## src/rtl/temporizador_pkg.sv

```systemverilog
// Shared codes and default limits for the memory-game timing scheduler.
package temporizador_pkg;

    typedef enum logic [1:0] {
        OCIOSO  = 2'b00,
        CONTA   = 2'b01,
        FIM     = 2'b10,
        AGUARDA = 2'b11
    } estado_t;

    typedef enum logic [1:0] {
        NENHUM = 2'b00,
        ON     = 2'b01,
        OFF    = 2'b10,
        ESP    = 2'b11
    } tipo_t;

    localparam int unsigned T_LED_ON_DEF  = 1000;
    localparam int unsigned T_LED_OFF_DEF = 500;
    localparam int unsigned T_TIMEOUT_DEF = 5000;
    localparam int unsigned W_DEF         = 13;

    // Fixed priority: ledsOn > ledsOff > espera.
    function automatic tipo_t prioridade(input logic on, input logic off, input logic esp);
        tipo_t t;
        t = NENHUM;
        if (esp) t = ESP;
        if (off) t = OFF;
        if (on)  t = ON;
        return t;
    endfunction

endpackage

```

## src/rtl/temporizador_jogo_contador_limite.sv

```systemverilog
// W-bit up-counter with synchronous clear, enable and terminal flag at limite-1.
module contador_limite #(
    parameter int unsigned W = 13
) (
    input  logic         clock,
    input  logic         reset,
    input  logic         clear,
    input  logic         enable,
    input  logic [W-1:0] limite,
    output logic [W-1:0] contagem,
    output logic         terminal
);

    always_ff @(posedge clock or negedge reset) begin
        if (!reset) begin
            contagem <= '0;
        end else if (clear) begin
            contagem <= '0;
        end else if (enable) begin
            contagem <= contagem + W'(1);
        end
    end

    assign terminal = (contagem == (limite - W'(1)));

endmodule

```

## src/rtl/temporizador_jogo.sv

```systemverilog
// Shared-counter timer for LED-on, LED-off and response-window phases.
// Optional macro TEMPORIZADOR_DIFICIL_EN adds input dificil (halves the limit latched at phase start).
module temporizador_jogo
    import temporizador_pkg::*;
#(
    parameter int unsigned T_LED_ON  = T_LED_ON_DEF,
    parameter int unsigned T_LED_OFF = T_LED_OFF_DEF,
    parameter int unsigned T_TIMEOUT = T_TIMEOUT_DEF,
    parameter int unsigned W         = W_DEF
) (
    input  logic         clock,
    input  logic         reset,
    input  logic         estado_ledsOn,
    input  logic         estado_ledsOff,
    input  logic         estado_espera,
`ifdef TEMPORIZADOR_DIFICIL_EN
    input  logic         dificil,
`endif
    output logic         fimLedsOn,
    output logic         fimLedsOff,
    output logic         timeout,
    output logic         conflito,
    output logic [W-1:0] db_contagem,
    output logic [1:0]   db_estado
);

    estado_t        estado, estado_prox;
    tipo_t          tipo, tipo_prox;
    tipo_t          sel, sel_outro;
    logic           carrega, ativo, terminal, modo_dificil;
    logic [W-1:0]   limite, limite_base, limite_prox;

`ifdef TEMPORIZADOR_DIFICIL_EN
    assign modo_dificil = dificil;
`else
    assign modo_dificil = 1'b0;
`endif

    assign sel       = prioridade(estado_ledsOn, estado_ledsOff, estado_espera);
    // Highest-priority request whose phase differs from the one being timed.
    assign sel_outro = prioridade(estado_ledsOn  && (tipo != ON),
                                  estado_ledsOff && (tipo != OFF),
                                  estado_espera  && (tipo != ESP));

    always_comb begin
        ativo = 1'b0;
        case (tipo)
            ON:      ativo = estado_ledsOn;
            OFF:     ativo = estado_ledsOff;
            ESP:     ativo = estado_espera;
            default: ativo = 1'b0;
        endcase
    end

    always_comb begin
        estado_prox = estado;
        tipo_prox   = tipo;
        carrega     = 1'b0;
        case (estado)
            OCIOSO: begin
                if (sel != NENHUM) begin
                    carrega = 1'b1; tipo_prox = sel; estado_prox = CONTA;
                end
            end
            CONTA: begin
                if (!ativo) begin
                    if (sel_outro != NENHUM) begin
                        carrega = 1'b1; tipo_prox = sel_outro; estado_prox = CONTA;
                    end else begin
                        tipo_prox = NENHUM; estado_prox = OCIOSO;
                    end
                end else if (terminal) begin
                    estado_prox = FIM;
                end
            end
            FIM: begin
                if (sel_outro != NENHUM) begin
                    carrega = 1'b1; tipo_prox = sel_outro; estado_prox = CONTA;
                end else begin
                    estado_prox = AGUARDA;
                end
            end
            AGUARDA: begin
                if (!ativo) begin
                    if (sel_outro != NENHUM) begin
                        carrega = 1'b1; tipo_prox = sel_outro; estado_prox = CONTA;
                    end else begin
                        tipo_prox = NENHUM; estado_prox = OCIOSO;
                    end
                end
            end
            default: begin
                tipo_prox = NENHUM; estado_prox = OCIOSO;
            end
        endcase
    end

    // Limit is latched together with tipo, so dificil is sampled only at phase start.
    always_comb begin
        limite_base = '0;
        case (tipo_prox)
            ON:      limite_base = W'(T_LED_ON);
            OFF:     limite_base = W'(T_LED_OFF);
            ESP:     limite_base = W'(T_TIMEOUT);
            default: limite_base = '0;
        endcase
        limite_prox = limite_base;
        if (modo_dificil) begin
            limite_prox = limite_base >> 1;
            if (limite_prox == '0) limite_prox = W'(1);
        end
    end

    always_ff @(posedge clock or negedge reset) begin
        if (!reset) begin
            estado   <= OCIOSO;
            tipo     <= NENHUM;
            limite   <= '0;
            conflito <= 1'b0;
        end else begin
            estado <= estado_prox;
            tipo   <= tipo_prox;
            if (carrega) limite <= limite_prox;
            if ((estado_ledsOn && estado_ledsOff) || (estado_ledsOn && estado_espera) ||
                (estado_ledsOff && estado_espera))
                conflito <= 1'b1;
        end
    end

    contador_limite #(.W(W)) u_contador (
        .clock    (clock),
        .reset    (reset),
        .clear    (carrega),
        .enable   ((estado == CONTA) && ativo && !terminal),
        .limite   (limite),
        .contagem (db_contagem),
        .terminal (terminal)
    );

    assign fimLedsOn  = (estado == FIM) && (tipo == ON);
    assign fimLedsOff = (estado == FIM) && (tipo == OFF);
    assign timeout    = (estado == FIM) && (tipo == ESP);
    assign db_estado  = estado;

endmodule

```

## config.mk

```make
export PLATFORM = sky130hd
export DESIGN_NAME = temporizador_jogo
export DESIGN_NICKNAME = d
export VERILOG_FILES = /design/src/rtl/temporizador_pkg.sv /design/src/rtl/temporizador_jogo_contador_limite.sv /design/src/rtl/temporizador_jogo.sv
export SDC_FILE = /design/constraint.sdc
export NUM_CORES = 1
export LEC_CHECK = 0
export BUFFER_PORTS_ARGS = -buffer_cell sky130_fd_sc_hd__clkbuf_2
export CAP_MARGIN = 40
export CELL_PAD_IN_SITES_DETAIL_PLACEMENT = 1
export CELL_PAD_IN_SITES_GLOBAL_PLACEMENT = 2
export CORE_MARGIN = 10
export CORE_UTILIZATION = 35
export DETAILED_ROUTE_END_ITERATION = 8
export GPL_TIMING_DRIVEN = 0
export PLACE_DENSITY_LB_ADDON = 0.1
export SLEW_MARGIN = 25
export SYNTH_ARGS = -nofsm -noshare
export SYNTH_HDL_FRONTEND = slang
export SYNTH_SLANG_ARGS = --single-unit
```

## constraint.sdc

```tcl
create_clock -name clock -period 4.2 [get_ports clock]
set_clock_uncertainty 0.1 [all_clocks]
set_input_delay 0.21 -clock clock [delete_from_list [all_inputs] [get_ports clock]]
set_output_delay 0.21 -clock clock [all_outputs]
set_load 0.005 [all_outputs]
```

== After elaboration in Yosys (flattened, before gate mapping) ==
Cells that the tools add are included.

* Multiplexer cells: 26
* Reduce and logical (&&, ||, !) cells: 20
* Add/subtract/negate cells: 2
* Equal/unequal tests: 16

{| class="wikitable"
|+ Operators by type and width
! operator !! count
|-
| $pmux 13 s3 || 1
|-
| $mux 2 || 15
|-
| $mux 13 || 2
|-
| $add 13x1->13 const B || 1
|-
| $eq 13x13->1 || 1
|-
| $sub 13x1->13 const B || 1
|-
| $eq 2x2->1 const B || 6
|-
| $logic_and 1x1->1 || 11
|-
| $ne 2x2->1 const B || 4
|-
| $pmux 2 s4 || 1
|-
| $eq 2x1->1 const B || 3
|-
| $pmux 1 s3 || 2
|-
| $pmux 2 s3 || 1
|-
| $reduce_bool 2->1 || 3
|-
| $mux 1 || 4
|-
| $ne 3x3->1 const B || 1
|-
| $reduce_and 3->1 || 1
|-
| $logic_not 2->1 || 1
|-
| $logic_or 1x1->1 || 2
|-
| $ne 2x1->1 const B || 1
|-
| $reduce_or 2->1 || 1
|-
| $logic_not 1->1 || 1
|}

* Output and inout bits: 19
* Bits in registers: 31
* Logic and storage cells: 69
* Input port bits: 5

== Logic depth before layout (Yosys ltp) ==
* Depth after elaboration: 11
* Mapped depth: 12
* Mapped depth without buffers: 9

== Modules after synthesis ==
Synthesis repeated with hierarchy kept, for this count alone.

* Cells, all modules: 198
* Area total of the unflattened synthesis: 1806.7 um^2

{| class="wikitable"
|+ By module, submodules not included
! module !! cells an instance !! instances !! area each (um^2)
|-
| contador_limite || 121 || 1 || 1072.3
|-
| temporizador_jogo || 77 || 1 || 734.5
|}

== Worst setup path before layout ==
No wires, ideal clock.

* Kind: register to register
* Start: register limite[4]
* End: register u_contador.contagem[1]
* Period minus slack after synthesis: 2.543 ns
* Stages on the path, launching flop included: 13
* Arrival time: 2.320 ns
* Path slack: 1.657 ns
* Buffers on the path: 3
* Data required time: 3.977 ns
* Cell sequence: dfrtp_1 -> buf_6 -> inv_1 -> ha_1 -> ha_1 -> xor2_1 -> nand4_1 -> a211o_1 -> o31ai_4 -> buf_6 -> buf_12 -> mux2i_1 -> nor2_2

* Cells in the longest elaborated chain, start to end: 5

{| class="wikitable"
|+ RTL lines
! element !! line !! text
|-
| from (decl) || temporizador_jogo.sv:31 || <nowiki>logic [W-1:0] limite, limite_base, limite_prox;</nowiki>
|-
| from (signal assigned) || temporizador_jogo.sv:123 || <nowiki>if (carrega) limite <= limite_prox;</nowiki>
|-
| $sub 13x1->13 || temporizador_jogo_contador_limite.sv:24 || <nowiki>assign terminal = (contagem == (limite - W'(1)));</nowiki>
|-
| $eq 13x13->1 || temporizador_jogo_contador_limite.sv:24 ||
|-
| $logic_not 1->1 || temporizador_jogo.sv:134 || <nowiki>.enable ((estado == CONTA) && ativo && !terminal),</nowiki>
|-
| $logic_and 1x1->1 || temporizador_jogo.sv:134 ||
|-
| $reduce_bool 2->1 (no source line) || -- ||
|-
| to (signal assigned) || temporizador_jogo_contador_limite.sv:20 || <nowiki>contagem <= contagem + W'(1);</nowiki>
|-
| to (decl) || temporizador_jogo_contador_limite.sv:10 || <nowiki>output logic [W-1:0] contagem,</nowiki>
|}

Every way passes these cells.
A chain may end at the register's enable or synchronous reset.

== Final worst setup path ==
* Start: register limite[9]
* End: register u_contador.contagem[1]

The elaborated chain is that of the path after synthesis.

==> flow_metrics.py <==
metrics = {
    "status": {
        "status": "complete, no violations",
    },
    "global_routing": {
        "grt_max_degree": 24,
        "gr-total-overflow": 0,
        "grt_pass1_vias": 1474,
        "grt.total_usage_pct": 11.81,
        "antenna_found_initial": 0,
        "grt_pass1_wl_um": 7396,
    },
    "synth": {
        "yosysTopAreaCellShare_pct": 34.87,
        "syn_area_per_cell_um2": 9.430,
        "ys_warn_count": 0,
        "yosys_register_bits": 23,
        "synth-seq-area-share_pct": 34.87,
        "ys_types": 51,
        "yosys.area.top_type": "dfrtp_1",
        "syn-instance-count": 175,
        "synth_nets": 187,
        "synth-edff-count": 0,
        "synthTopCellsByArea": "dfrtp_1, ha_1, mux2i_1",
        "async_reset_ff_share_pct": 100.0,
        "synth_ff_type": "dfrtp_1",
        "synth_area_um2": 1650,
    },
    "cts": {
        "cts_resized": 0,
        "hold_buffers": 1,
        "cts_tree": "done",
        "cts_buffer_depth": 2,
        "clockRootBuffer": "clkbuf_8",
        "htree_levels": 1,
        "clock_sinks": 23,
        "postCtsSetupBuffers": 0,
        "clock_latency_ns": 0.27,
        "cts.clk_slew.worst_paths_ns": 0.09,
        "numCtsBuffers": 3,
    },
    "floorplanning": {
        "die_h_um": 88.67,
        "initial_core_util_pct": 36.88,
        "rows": 24,
        "die_area_um2": 7861,
        "core_area_um2": 4474,
        "chipWidth_um": 88.67,
        "pin_count": 24,
    },
    "power_and_ir_drop": {
        "sw_frac_of_total_pct": 44.84,
        "power.internal_w": 0.0005718,
        "p_comb_share_pct": 55.1,
        "leakage_nw": 0.8229,
        "p_switching_w": 0.0004648,
        "power_density_nw_per_um2": 552.4,
        "power.share.sequential_pct": 31.1,
        "pwr-share-clk_pct": 13.9,
        "ir_worst_vdd_mv": 0.2884,
    },
    "routing": {
        "wl_um": 4486,
        "first_pass_iters": 4,
        "viasPerCell": 5.660,
        "post-route-drc-count": 0,
        "drtIter0Drc": 70,
        "num_vias": 1432,
        "ant_nets": 0,
        "wl_per_cell_um": 17.73,
    },
    "sta": {
        "worst_pin_slew_ns": 0.6076,
        "rsz0062_at_grt": "false",
        "period_share_pct": 67.60,
        "slew_headroom_pct": 59.49,
        "slew_violations": 0,
        "post-route-min-period_ns": 2.839,
        "fmax_ghz": 0.3522,
        "fin_ws_ns": 1.361,
        "fin_setup_tns_ns": 0,
        "finalSetupViolCount": 0,
        "hold_viol_final": 0,
    },
    "worst_setup_path": {
        "cp-end-kind": "flop",
        "path_buf_inv": 3,
        "arrival_ns": 2.90,
        "crit_top_cell": "ha_1",
        "crit_slowest_cell": "dfrtp_1",
        "timing.critical_path.slowest_cell_delay_ns": 0.47,
        "cp.required_ns": 4.26,
        "worstSetupPathType": "reg2reg",
        "critPathLaunchType": "flop",
        "critPathMaxFanout": 10,
        "critPathTopFamily": "compound AO/OA/AOI/OAI gates",
        "path_cells": "inv_1 > ha_1 > ha_1 > xor2_1 > nand4_1 > a211o_1 > o31ai_4 > buf_6 > buf_12 > mux2i_1 > nor2_2",
    },
    "placed_design": {
        "gp_congestion": 0.8283,
        "place_ws_ns": 1.354,
        "hpwl_um": 3461,
        "io_buffers": 21,
        "placedCellCount": 248,
    },
    "finish": {
        "finalNetCount": 214,
        "antennaDiodeCount": 0,
        "fillers": 529,
        "area.growth.synth_to_final_pct": 13.72,
        "layout.cells.non_filler": 253,
        "drive_gt1_share_pct": 24.38,
    },
    "worst_hold_path": {
        "hold_class": "in2reg",
    },
    "job": {
        "cap_violations": 0,
    },
}
worst register-to-register path, stage by stage (launching register included):
cell and delay, ns:
dfrtp_1 0.47, inv_1 0.09, ha_1 0.24, ha_1 0.31, xor2_1 0.16, nand4_1 0.12, a211o_1 0.33, o31ai_4 0.31
buf_6 0.19, buf_12 0.14, mux2i_1 0.23, nor2_2 0.05
cells by family after synthesis:
kind of cell / Yosys count / share of synthesized area [%]
AOI/OAI and AO/OA: 50 / 21.84
adders and majority gates: 7 / 5.307
muxes: 10 / 6.293
buffers and inverters: 20 / 6.823
xor gates and xnor gates: 8 / 4.246
DFF: 23 / 34.87
and+or+nand+nor: 57 / 20.62
layout make-up:
class | instances | area, µm² | share of cell area [%]
repair buffers | 22 | 115.1 | 6.133
flip-flops and latches | 23 | 575.6 | 30.67
plain buffers | 9 | 71.32 | 3.800
inverters | 11 | 41.29 | 2.200
multi-input cells | 132 | 962.2 | 51.27
clock inverters | 1 | 5.005 | 0.2667
clock buffers | 3 | 41.29 | 2.200
well taps | 52 | 65.06 | 3.467
routing by layer:
metal | vias to the layer above | GRT usage [%] | wire, µm
met3 | 4 | 3.125 | 189
met4 | 0 | 2.349 | 41
li1 | 702 | - | -
met1 | 703 | 14.68 | 2092
met2 | 23 | 20.01 | 2163
met5 | - | 0 | 0
final timing paths:
kind | startpoint | to | slack (ns) | depth (start not counted)
hold / removal | estado_ledsOn | conflito | 0.21 | 3
setup reg to reg | limite[9] | u_contador.contagem[1] | 1.36 | 11
min in group asynchronous | reset | limite[4] | 0.37 | 2
setup / recovery | limite[9] | u_contador.contagem[1] | 1.36 | 11
hold reg to reg | conflito | conflito | 0.39 | 1
max in group asynchronous | reset | u_contador.contagem[7] | 3.23 | 2
power by group through the flow:
stage / combinational, W / clock [W] / sequential, W
finish: 0.000571 / 0.000144 / 0.000322
global route: 0.000637 / 0.000158 / 0.000331
CTS: 0.000580 / 0.000149 / 0.000323
detailed placement: 0.000575 / 0 / 0.000327
global placement: 0.000553 / 0 / 0.000324
floorplan: 0.000437 / 0 / 0.000312
sequential cells by signal (all words and copies together), names as in the netlist:
| register | count |
|---|---|
| db_estado | 2 |
| limite | 5 |
| conflito | 1 |
| u_contador.contagem | 13 |
| tipo | 2 |
placed cells by master, fill, tap and decap left out, types with 2 or more instances in the layout:
cell	instances
a21oi_1	13
a21oi_2	5
and4_1	3
buf_2	5
buf_6	2
clkbuf_2	21
clkbuf_8	3
dfrtp_1	23
ha_1	7
inv_1	11
mux2_2	3
mux2i_1	7
nand2_1	6
nand2b_1	5
nand3_1	8
nand4_1	5
nor2_1	5
nor3_1	6
o21ai_0	4
o21ai_1	5
o21ai_2	2
o21bai_1	2
o22a_1	2
o31ai_1	2
or3_1	8
or4_1	3
xor2_1	7
cell usage after synthesis, types with 2 or more instances:
master	n
dfrtp_1	23
o21ai_2	2
mux2_2	3
mux2i_1	7
nand4_1	5
o21bai_1	2
o31ai_1	2
or3_1	8
o21ai_1	5
inv_1	11
nand2b_1	5
and4_1	3
nor2_1	5
buf_6	2
nand2_1	6
o21ai_0	4
ha_1	7
nand3_1	8
or4_1	3
a21oi_1	13
nor3_1	6
buf_2	5
o22a_1	2
a21oi_2	5
xor2_1	7
stage by stage:
| stage | hold slack, ns | utilization (%) | cell area (µm²) | power [W] |
|---|---|---|---|---|
| floorplan | -0.1856 | - | 1650 | 0.0007489 |
| detailed placement | 0.1639 | 40.69 | 1821 | 0.0009015 |
| global placement | 0.1511 | 40.69 | 1821 | 0.0008762 |
| finish | 0.2079 | 41.95 | 1877 | 0.001037 |
| global route | 0.2449 | 41.95 | 1877 | 0.001126 |
| CTS | 0.2037 | 41.95 | 1877 | 0.001051 |
Power figures use the tool's default switching activity.
